==> src/rtl/fdiv16_iter_pkg.sv <==
// fp16 constants, types and helpers shared by the fdiv16_iter divider and its rounding stage.
package fp16_pkg;

  localparam int BIAS    = 15;
  localparam int EXP_MAX = 31;

  localparam logic [15:0] QNAN = 16'h7E00;
  localparam logic [15:0] MAXF = 16'h7BFF;

  typedef enum logic [1:0] {RM_RZ, RM_RNE, RM_RP, RM_RN} rm_t;

  localparam int FL_NV = 3;
  localparam int FL_DZ = 2;
  localparam int FL_OF = 1;
  localparam int FL_NX = 0;

  typedef enum logic [1:0] {IDLE, DIV, RND, DONE} state_t;

  typedef struct packed {
    logic       sign;
    logic [4:0] exp;
    logic [9:0] frac;
  } fp16_t;

  // Zero (any fraction) or inf/NaN: anything that bypasses the significand divide.
  function automatic logic is_special(input fp16_t v);
    return (v.exp == 5'd0) || (v.exp == 5'(EXP_MAX));
  endfunction

endpackage

==> src/rtl/fdiv16_iter_if.sv <==
// Operand/result valid-ready bundle for fdiv16_iter; slave = divider, master = producer/consumer.
interface fdiv16_iter_if;
  logic        in_valid;
  logic        in_ready;
  logic [15:0] x;
  logic [15:0] y;
  logic [1:0]  roundmode;
  logic        out_valid;
  logic        out_ready;
  logic [15:0] result;
  logic [3:0]  flags;

  modport slave (
    input  in_valid, x, y, roundmode, out_ready,
    output in_ready, out_valid, result, flags
  );

  modport master (
    output in_valid, x, y, roundmode, out_ready,
    input  in_ready, out_valid, result, flags
  );
endinterface

==> src/rtl/fdiv16_iter_round.sv <==
// fp16_round: round a normalised quotient (sign, biased exponent, 11-bit significand, G/R/S) and pack it.
module fp16_round
  import fp16_pkg::*;
(
  input  logic               sign_i,
  input  logic signed [6:0]  eq_i,
  input  logic [10:0]        sig_i,
  input  logic               g_i,
  input  logic               r_i,
  input  logic               s_i,
  input  rm_t                rm_i,
  output logic [15:0]        res_o,
  output logic               of_o,
  output logic               nx_o
);

  logic              inc;
  logic [11:0]       mant;
  logic [9:0]        frac;
  logic signed [6:0] exp_r;

  always_comb begin
    nx_o = g_i | r_i | s_i;
    of_o = 1'b0;
    unique case (rm_i)
      RM_RNE:  inc = g_i & (r_i | s_i | sig_i[0]);
      RM_RP:   inc = ~sign_i & nx_o;
      RM_RN:   inc = sign_i & nx_o;
      default: inc = 1'b0;
    endcase

    // A carry out of the significand renormalises to 1.0 and bumps the exponent.
    mant  = {1'b0, sig_i} + {11'd0, inc};
    frac  = mant[11] ? mant[10:1] : mant[9:0];
    exp_r = eq_i + $signed({6'd0, mant[11]});
    res_o = {sign_i, exp_r[4:0], frac};

    if (exp_r > 7'sd30) begin
      of_o = 1'b1;
      nx_o = 1'b1;
      unique case (rm_i)
        RM_RZ:   res_o = {sign_i, MAXF[14:0]};
        RM_RP:   res_o = sign_i ? {1'b1, MAXF[14:0]} : {1'b0, 5'h1F, 10'd0};
        RM_RN:   res_o = sign_i ? {1'b1, 5'h1F, 10'd0} : {1'b0, MAXF[14:0]};
        default: res_o = {sign_i, 5'h1F, 10'd0};
      endcase
    end else if (exp_r < 7'sd1) begin
      res_o = {sign_i, 15'd0};
      nx_o  = 1'b1;
    end
  end

endmodule

==> src/rtl/fdiv16_iter.sv <==
// fdiv16_iter: sequential fp16 divider, restoring radix-2, one quotient bit per cycle.
// Define FDIV16_EARLY_OUT_EN to let zero/inf/NaN operands skip the iteration phase.
module fdiv16_iter
  import fp16_pkg::*;
#(
  parameter int QBITS = 14
)(
  input  logic          clk,
  input  logic          reset_n,
  fdiv16_iter_if.slave  bus
);

  localparam int CW = $clog2(QBITS + 1);

  state_t            state_q, state_d;
  fp16_t             x_q, x_d, y_q, y_d;
  rm_t               rm_q, rm_d;
  logic [12:0]       rem_q, rem_d;
  logic [QBITS-1:0]  quo_q, quo_d;
  logic [CW-1:0]     cnt_q, cnt_d;
  logic [15:0]       res_q, res_d;
  logic [3:0]        flags_q, flags_d;

  logic              sign, hi, is_spec, rnd_of, rnd_nx;
  logic [QBITS-1:0]  nq;
  logic signed [6:0] eq;
  logic [12:0]       dvs;
  logic [15:0]       spec_res, rnd_res;
  logic [3:0]        spec_flags;
  logic              x_zero, y_zero, x_inf, y_inf, x_nan, y_nan;

  assign bus.in_ready  = (state_q == IDLE);
  assign bus.out_valid = (state_q == DONE);
  assign bus.result    = res_q;
  assign bus.flags     = flags_q;

  assign dvs  = {2'b00, 1'b1, y_q.frac};
  assign sign = x_q.sign ^ y_q.sign;

  // Operand classification and the fixed results of the special cases.
  always_comb begin
    x_zero     = (x_q.exp == 5'd0);
    y_zero     = (y_q.exp == 5'd0);
    x_inf      = (x_q.exp == 5'(EXP_MAX)) && (x_q.frac == 10'd0);
    y_inf      = (y_q.exp == 5'(EXP_MAX)) && (y_q.frac == 10'd0);
    x_nan      = (x_q.exp == 5'(EXP_MAX)) && (x_q.frac != 10'd0);
    y_nan      = (y_q.exp == 5'(EXP_MAX)) && (y_q.frac != 10'd0);
    spec_res   = 16'd0;
    spec_flags = 4'd0;
    is_spec    = 1'b1;
    if (x_nan || y_nan || (x_zero && y_zero) || (x_inf && y_inf)) begin
      spec_res          = QNAN;
      spec_flags[FL_NV] = 1'b1;
    end else if (x_inf) begin
      spec_res = {sign, 5'h1F, 10'd0};
    end else if (y_zero) begin
      spec_res          = {sign, 5'h1F, 10'd0};
      spec_flags[FL_DZ] = 1'b1;
    end else if (y_inf || x_zero) begin
      spec_res = {sign, 15'd0};
    end else begin
      is_spec = 1'b0;
    end
  end

  // Quotient of two normal significands lies in (0.5, 2); a clear top bit means one left shift.
  always_comb begin
    hi = quo_q[QBITS-1];
    nq = hi ? quo_q : {quo_q[QBITS-2:0], 1'b0};
    eq = 7'({2'b00, x_q.exp}) - 7'({2'b00, y_q.exp}) + 7'(BIAS) - {6'd0, ~hi};
  end

  fp16_round u_round (
    .sign_i (sign),
    .eq_i   (eq),
    .sig_i  (nq[QBITS-1 -: 11]),
    .g_i    (nq[QBITS-12]),
    .r_i    (nq[QBITS-13]),
    .s_i    ((|nq[QBITS-14:0]) | (|rem_q)),
    .rm_i   (rm_q),
    .res_o  (rnd_res),
    .of_o   (rnd_of),
    .nx_o   (rnd_nx)
  );

  always_comb begin
    state_d = state_q;
    x_d     = x_q;
    y_d     = y_q;
    rm_d    = rm_q;
    rem_d   = rem_q;
    quo_d   = quo_q;
    cnt_d   = cnt_q;
    res_d   = res_q;
    flags_d = flags_q;
    unique case (state_q)
      IDLE: begin
        if (bus.in_valid) begin
          x_d   = bus.x;
          y_d   = bus.y;
          rm_d  = rm_t'(bus.roundmode);
          rem_d = {2'b00, 1'b1, bus.x[9:0]};
          quo_d = '0;
          cnt_d = '0;
`ifdef FDIV16_EARLY_OUT_EN
          state_d = (is_special(bus.x) || is_special(bus.y)) ? RND : DIV;
`else
          state_d = DIV;
`endif
        end
      end
      DIV: begin
        if (rem_q >= dvs) begin
          quo_d = {quo_q[QBITS-2:0], 1'b1};
          rem_d = (rem_q - dvs) << 1;
        end else begin
          quo_d = {quo_q[QBITS-2:0], 1'b0};
          rem_d = rem_q << 1;
        end
        cnt_d = cnt_q + 1'b1;
        if (cnt_q == CW'(QBITS - 1)) state_d = RND;
      end
      RND: begin
        if (is_spec) begin
          res_d   = spec_res;
          flags_d = spec_flags;
        end else begin
          res_d          = rnd_res;
          flags_d        = 4'd0;
          flags_d[FL_OF] = rnd_of;
          flags_d[FL_NX] = rnd_nx;
        end
        state_d = DONE;
      end
      DONE: begin
        if (bus.out_ready) state_d = IDLE;
      end
      default: state_d = IDLE;
    endcase
  end

  always_ff @(posedge clk) begin
    if (!reset_n) begin
      state_q <= IDLE;
      x_q     <= '0;
      y_q     <= '0;
      rm_q    <= RM_RZ;
      rem_q   <= '0;
      quo_q   <= '0;
      cnt_q   <= '0;
      res_q   <= '0;
      flags_q <= '0;
    end else begin
      state_q <= state_d;
      x_q     <= x_d;
      y_q     <= y_d;
      rm_q    <= rm_d;
      rem_q   <= rem_d;
      quo_q   <= quo_d;
      cnt_q   <= cnt_d;
      res_q   <= res_d;
      flags_q <= flags_d;
    end
  end

endmodule

==> src/flat_wrapper.sv <==
// flat-port wrapper written by rule: the top's interface ports become plain ports
module fdiv16_iter_flat import fp16_pkg::*;
#(
  parameter int QBITS = 14
)
  (clk, reset_n, bus_in_valid, bus_x, bus_y, bus_roundmode, bus_out_ready, bus_in_ready, bus_out_valid, bus_result, bus_flags);
  fdiv16_iter_if bus_i ();
  input  logic clk;
  input  logic reset_n;
  input wire logic [$bits(bus_i.in_valid)-1:0] bus_in_valid;
  input wire logic [$bits(bus_i.x)-1:0] bus_x;
  input wire logic [$bits(bus_i.y)-1:0] bus_y;
  input wire logic [$bits(bus_i.roundmode)-1:0] bus_roundmode;
  input wire logic [$bits(bus_i.out_ready)-1:0] bus_out_ready;
  output wire logic [$bits(bus_i.in_ready)-1:0] bus_in_ready;
  output wire logic [$bits(bus_i.out_valid)-1:0] bus_out_valid;
  output wire logic [$bits(bus_i.result)-1:0] bus_result;
  output wire logic [$bits(bus_i.flags)-1:0] bus_flags;
  assign bus_i.in_valid = bus_in_valid;
  assign bus_i.x = bus_x;
  assign bus_i.y = bus_y;
  assign bus_i.roundmode = bus_roundmode;
  assign bus_i.out_ready = bus_out_ready;
  assign bus_in_ready = bus_i.in_ready;
  assign bus_out_valid = bus_i.out_valid;
  assign bus_result = bus_i.result;
  assign bus_flags = bus_i.flags;
  fdiv16_iter #(.QBITS(QBITS)) u_core (.clk(clk), .reset_n(reset_n), .bus(bus_i));
endmodule
==> config.mk <==
export PLATFORM = sky130hd
export DESIGN_NAME = fdiv16_iter_flat
export DESIGN_NICKNAME = d
export VERILOG_FILES = /design/src/rtl/fdiv16_iter_pkg.sv /design/src/rtl/fdiv16_iter_if.sv /design/src/rtl/fdiv16_iter_round.sv /design/src/rtl/fdiv16_iter.sv /design/src/flat_wrapper.sv
export SDC_FILE = /design/constraint.sdc
export NUM_CORES = 1
export LEC_CHECK = 0
export ABC_AREA = 1
export CAP_MARGIN = 20
export CORE_UTILIZATION = 47
export DETAILED_ROUTE_END_ITERATION = 16
export DONT_BUFFER_PORTS = 1
export GPL_TIMING_DRIVEN = 0
export PLACE_DENSITY = 0.74
export SYNTH_ARGS = -nofsm -noshare
export SYNTH_HDL_FRONTEND = slang
export SYNTH_SLANG_ARGS = --single-unit
export TNS_END_PERCENT = 50
==> constraint.sdc <==
create_clock -name clk -period 3.7 [get_ports clk]
set_input_delay 0.185 -clock clk [delete_from_list [all_inputs] [get_ports clk]]
set_output_delay 0.185 -clock clk [all_outputs]
set_load 0.01 [all_outputs]
## Word-level counts from Yosys, hierarchy flattened

Cells that the tools add are included.
W data, S select, Z words.

- Magnitude comparators: 3
- Bitwise operators: 11
- Multiplexer cells: 37
- Reduce and logical (&&, ||, !) cells: 23
- $add $sub $neg: 7
- Eq/ne operators: 12

Operators by type and width:

| kind | count |
|---|---|
| $mux W16 | 8 |
| $pmux W16 S3 | 1 |
| $mux W14 | 2 |
| $pmux W14 S2 | 1 |
| $mux W13 | 2 |
| $pmux W13 S2 | 1 |
| $logic_not A10 Y1 | 2 |
| $reduce_bool A10 Y1 | 2 |
| $mux W15 | 1 |
| $ge A13 B11 Y1 | 1 |
| $reduce_or A13 Y1 | 1 |
| $add A11 B1 Y12 | 1 |
| $mux W1 | 12 |
| $sub A12 B11 Y12 | 1 |
| $eq A5 B5 Y1 const B | 2 |
| $logic_not A5 Y1 | 2 |
| $mux W10 | 1 |
| $eq A2 B2 Y1 const B | 4 |
| $mux W4 | 2 |
| $pmux W2 S4 | 1 |
| $pmux W4 S2 | 1 |
| $add A7 B2 Y7 | 1 |
| $add A7 B4 Y7 const B | 1 |
| $gt A7 B6 Y1 const B | 1 |
| 20 further kinds | 41 |

- Flip-flop bits (word level): 87
- Logic and storage cells: 106
- Bits of input ports: 38
- Output and inout port bits: 22

## Logic depth before layout (Yosys ltp)

- Word-level depth: 12
- Gate-level depth with buffers: 27

## Hierarchy

From an unflattened synthesis, not the netlist that was laid out.

- Cells, all modules: 891
- Area, all modules: 5833.1 sq um

Modules (own cells, without submodules):

| module | instances | seq. area each (sq um) | area an instance (sq um) | cells an instance |
|---|---|---|---|---|
| fdiv16_iter | 1 | 1741.7 | 4989.8 | 738 |
| fp16_round | 1 | 0.0 | 843.3 | 153 |

## Least setup slack after synthesis

No wires, ideal clock.

- Path type: register to register
- From: register u_core.quo_q[13]
- To: register u_core.res_q[9], in the netlist u_core.bus.result[9]
- Buffers on the path: 2
- Slack: -0.260 ns
- Arrival time: 3.829 ns
- Cell stages (with the launch flop): 24
- Clock period less this slack: 3.960 ns
- Setup time: 0.131 ns
- Required time: 3.569 ns
- Cells stage by stage: dfxtp_1 -> buf_4 -> nand2_1 -> nand4_1 -> nor2_1 -> o32ai_1 -> ha_1 -> nand3_1 -> nor2_4 -> nand4_4 -> xor2_1 -> inv_1 -> ha_1 -> o21bai_1 -> ha_1 -> fa_1 -> xor2_1 -> nand4_1 -> nor2_1 -> o21ai_1 -> o21a_1 -> buf_4 -> nand2_1 -> a21oi_2

- Cells in the longest elaborated chain, start to end: 12
- Elaborated cells between the ends (all ways): 20

RTL lines:

| item | line | source |
|---|---|---|
| start, declared | fdiv16_iter.sv:19 | `logic [QBITS-1:0] quo_q, quo_d;` |
| start signal, assigned | fdiv16_iter.sv:159 | `quo_q <= quo_d;` |
| $mux W14 | fdiv16_iter.sv:69 | `nq = hi ? quo_q : {quo_q[QBITS-2:0], 1'b0};` |
| $or A1 B1 Y1 | fdiv16_iter.sv:79 | `.s_i ((\|nq[QBITS-14:0]) \| (\|rem_q)),` |
| $or A1 B1 Y1 (2 in a row) | fdiv16_iter_round.sv:26 | `RM_RNE: inc = g_i & (r_i \| s_i \| sig_i[0]);` |
| $and A1 B1 Y1 | fdiv16_iter_round.sv:26 |  |
| $pmux W1 S3 | fdiv16_iter_round.sv:25 | `unique case (rm_i)` |
| $add A11 B1 Y12 | fdiv16_iter_round.sv:33 | `mant = {1'b0, sig_i} + {11'd0, inc};` |
| $add A7 B2 Y7 | fdiv16_iter_round.sv:35 | `exp_r = eq_i + $signed({6'd0, mant[11]});` |
| $lt A7 B2 Y1 | fdiv16_iter_round.sv:47 | `end else if (exp_r < 7'sd1) begin` |
| $mux W15 | fdiv16_iter_round.sv:47 |  |
| $mux W16 * | fdiv16_iter_round.sv:38 | `if (exp_r > 7'sd30) begin` |
| $mux W16 * | fdiv16_iter.sv:124 | `if (is_spec) begin` |
| end signal, assigned | fdiv16_iter.sv:161 | `res_q <= res_d;` |
| end, declared | fdiv16_iter.sv:21 | `logic [15:0] res_q, res_d;` |

Mark *: on every way between the ends. The rest lies on a longest branch, timed or not.
A chain may end at the register's enable or synchronous reset.

## Worst setup path after layout

- From: register u_core.y_q[15] (netlist name)
- To: register u_core.res_q[9], in the netlist u_core.bus.result[9]

- Cells in the longest elaborated chain, start to end: 10
- Elaborated cells between the ends (all ways): 16

RTL lines:

| item | line | source |
|---|---|---|
| start, declared | fdiv16_iter.sv:16 | `fp16_t x_q, x_d, y_q, y_d;` |
| start signal, assigned | fdiv16_iter.sv:156 | `y_q <= y_d;` |
| $xor A1 B1 Y1 * | fdiv16_iter.sv:38 | `assign sign = x_q.sign ^ y_q.sign;` |
| $not A1 Y1 | fdiv16_iter_round.sv:27 | `RM_RP: inc = ~sign_i & nx_o;` |
| $and A1 B1 Y1 | fdiv16_iter_round.sv:27 |  |
| $pmux W1 S3 | fdiv16_iter_round.sv:25 |  |
| $add A11 B1 Y12 | fdiv16_iter_round.sv:33 |  |
| $add A7 B2 Y7 | fdiv16_iter_round.sv:35 |  |
| $lt A7 B2 Y1 | fdiv16_iter_round.sv:47 |  |
| $mux W15 | fdiv16_iter_round.sv:47 |  |
| $mux W16 * | fdiv16_iter_round.sv:38 |  |
| $mux W16 * | fdiv16_iter.sv:124 |  |

Marks and branches as above.

==> results.sh <==
export IMPL_synth_top_area_cell="dfxtp_1"
export IMPL_synth_top_flop_cell="dfxtp_1"
export IMPL_rows=38
export IMPL_first_iter_violations=320
export IMPL_grt_overflow=0
export IMPL_yosysWarnings=0
export IMPL_critical_path_max_fanout=10
export IMPL_ys_seq_area_share_pct=33.02
export IMPL_numCtsBuffers=9
export IMPL_syn_to_final_growth_pct=16.11
export IMPL_postRouteAntennaNets=0
export IMPL_start_util_pct=48.45
export IMPL_period_needed_ps=3786
export IMPL_drt_pass1_iterations=4
export IMPL_clock_path_buffers=2
export IMPL_dieHeight_um=107.9
export IMPL_pin_count=60
export IMPL_netlist_area_sq_um=5275
export IMPL_ys_ff_latch=87
export IMPL_gp_congestion=0.9069
export IMPL_antenna_found_initial=0
export IMPL_yosysMostFrequentCell="nand2_1"
export IMPL_min_period_over_period_pct=102.3
export IMPL_clk_insertion_delay_late_ps=370
export IMPL_whs_ps=11.65
export IMPL_outcome="finished, violations left"
export IMPL_grt_pass1_wl_um=22380
export IMPL_synthCells=771
export IMPL_peakVddDrop_v=0.0006886
export IMPL_violations="negative setup slack"
export IMPL_num_vias=5113
export IMPL_final_hold_viol_count=0
export IMPL_wl_um=13480
export IMPL_synthesis_nets=840
export IMPL_rsz0062_at_grt="yes"
export IMPL_cts_root_buffer="clkbuf_8"
export IMPL_p_leak_uw=0.002645
export IMPL_grt_pass1_vias=4881
export IMPL_core_area_sq_um=10890
export IMPL_clkSlewWorstSetupHoldPaths_ps=90
export IMPL_synth_edf_count=0
export IMPL_cpPeakStageDelay_ps=370
export IMPL_grt_max_degree=14
export IMPL_start_kind="flip-flop"
export IMPL_max_slew_margin_rel_pct=62.97
export IMPL_tightest_slew_ps=555.5
export IMPL_crit_required_ps=3930
export IMPL_fmax_mhz=264.2
export IMPL_die_w_um=107.9
export IMPL_crit_chain="xnor2_2, inv_2, o21ai_1, nand2_1, o32ai_2, ha_2, nand3_2, nor2_4, nand4_4, xor2_1, inv_1, ha_2, o21bai_4, ha_4, fa_2, a21oi_2, inv_1, nand2_1, nand2_2, o21a_1, buf_8, o21bai_4, nand2_2, a21oi_2"
export IMPL_reg2reg_slack_ps=-90
export IMPL_synth_distinct_cells=46
export IMPL_drv_cap=0
export IMPL_groute_usage_overall_pct=24.55
export IMPL_drive_above_1_share_pct=13.65
export IMPL_cts_tree="yes"
export IMPL_synth_area_leaders="dfxtp_1 (33%), nand2_1 (11%), a21oi_1 (8.0%), ha_1 (6.6%), o21ai_0 (6.3%)"
export IMPL_drt_wirelength_per_cell_um=13.92
export IMPL_tns_ps=-774.3
export IMPL_slew_violations=0
export IMPL_htree_levels=3
export IMPL_yosys_area_top_type_share_pct=33.02
export IMPL_via_per_inst=5.282
export IMPL_port_buffers=0
export IMPL_crit_type="flip-flop to flip-flop"
export IMPL_async_flop_share_pct=0
export IMPL_synth_common_cells="nand2_1 (161), dfxtp_1 (87), inv_1 (87)"
export IMPL_layout_setup_ws_ps=-85.63
export IMPL_drc=0
export IMPL_fin_worst_skew_ps=16.45
export IMPL_crit_path_end_kind="flip-flop"
export IMPL_clock_sinks=87
export IMPL_dieArea_sq_um=11650
export IMPL_setup_viol=11
export IMPL_layout_cells_non_filler=968
export IMPL_place_hpwl_um=9820
export IMPL_numPlacedInstances=911
export IMPL_cp_arrival_ps=4020
export IMPL_diodes=0
export IMPL_nets=892
export IMPL_p_per_area_nw_per_um2=937.1
export IMPL_worst_path_max_delay_cell="fa_2"
export IMPL_avgSynthCellArea_sq_um=6.842
export IMPL_hold_class="input pin to flip-flop"
==> final timing paths <==
kind	start	endpoint	cells past startpoint
hold reg to reg	u_core.x_q[0]	u_core.x_q[0]	2
setup / recovery	u_core.y_q[15]	u_core.bus.result[9]	24
setup reg to reg	u_core.y_q[15]	u_core.bus.result[9]	24
hold / removal	bus_x[14]	u_core.x_q[14]	2
==> cells in the final DEF, fill, tap and decap left out, drive strengths merged <==
cell,count
o21bai,15
ha,28
nor3,10
nand4,12
clkinv,6
dfxtp,87
a21boi,1
a31oi,2
nor2,68
nand2,168
o32ai,1
xnor2,3
o211ai,1
mux2i,1
and3b,1
o22ai,2
nand3,50
inv,88
a211oi,2
or2,5
buf,40
nand3b,5
fa,3
nor4,4
o21a,2
dlygate4sd3,12
clkbuf,32
o21ai,80
a21oi,85
xor2,13
and3,1
==> critical path: cells and delay by family (launching register included) <==
kind / cells / cell delay (ps)
adders and majority gates: 4 / 910
xor gates and xnor gates: 2 / 310
AOI/OAI and AO/OA: 7 / 1160
DFF: 1 / 340
and+or+nand+nor: 7 / 590
buffers and inverters: 4 / 320
==> metrics by stage <==
| stage | power [uW] | util, % | worst slack (ps) | area [sq um] |
|---|---|---|---|---|
| 2_1_floorplan | 3952 | - | -148.8 | 5328 |
| 3_3_place_gp | 4547 | 50.54 | -572.4 | 5503 |
| 3_5_place_dp | 4587 | 50.54 | -619.0 | 5503 |
| 4_1_cts | 5455 | 55.42 | -71.09 | 6035 |
| 5_1_grt | 6274 | 56.25 | -327.4 | 6125 |
| 6_report | 5739 | 56.25 | -85.63 | 6125 |
==> timing repair <==
item | in CTS | in global routing
endpoints found under the setup margin | 17 | 15
cloned | 0 | 0
hold buffers | 11 | 1
resized for setup | 22 | 12
endpoints found under the hold margin | 12 | 1
buffers inserted | 25 | 4
pin swaps | 16 | 6
==> where the power goes <==
part | switching [uW] | internal (uW) | total (uW)
sequential | 195 | 1180 | 1380
combinational | 2180 | 1570 | 3750
clock | 340 | 277 | 617
total | 2710 | 3030 | 5740
==> registers in the layout, summed over array words and instances, names as in the netlist <==
| register | flops |
|---|---|
| u_core.dvs | 10 |
| u_core.bus.result | 16 |
| u_core.rm_q | 2 |
| u_core.rem_q | 13 |
| u_core.y_q | 6 |
| u_core.cnt_q | 4 |
| u_core.state_q | 2 |
| u_core.bus.flags | 4 |
| u_core.x_q | 16 |
| u_core.quo_q | 14 |
==> routing by layer <==
metal	part of all wire, %	global-route usage, %	vias up	wire (um)
met5	0	0	-	0
met4	1.9	9.589	0	261
met3	5.2	5.546	26	701
met2	48	42.36	110	6426
met1	45	29.45	2330	6088
li1	-	-	2647	-
==> cell type report <==
cell class / count / area, sq um
clock inverter: 4 / 20.02
timing repair buffer: 41 / 337.8
sequential: 87 / 1765
multi-input combinational: 563 / 3173
tap: 140 / 175.2
clock buffer: 12 / 155.1
buffer: 31 / 160.2
fill: 1020 / 4763
inverter: 90 / 337.8
==> cell families after synthesis <==
family	count (synthesis)	synth area share, %
and+or+nand+nor	324	27.66
AOI/OAI and AO/OA	191	19.71
buffers and inverters	121	8.989
DFF	87	33.02
adders and majority gates	31	7.780
xor gates and xnor gates	16	2.657
muxes	1	0.1898
Power figures use the tool's default switching activity.
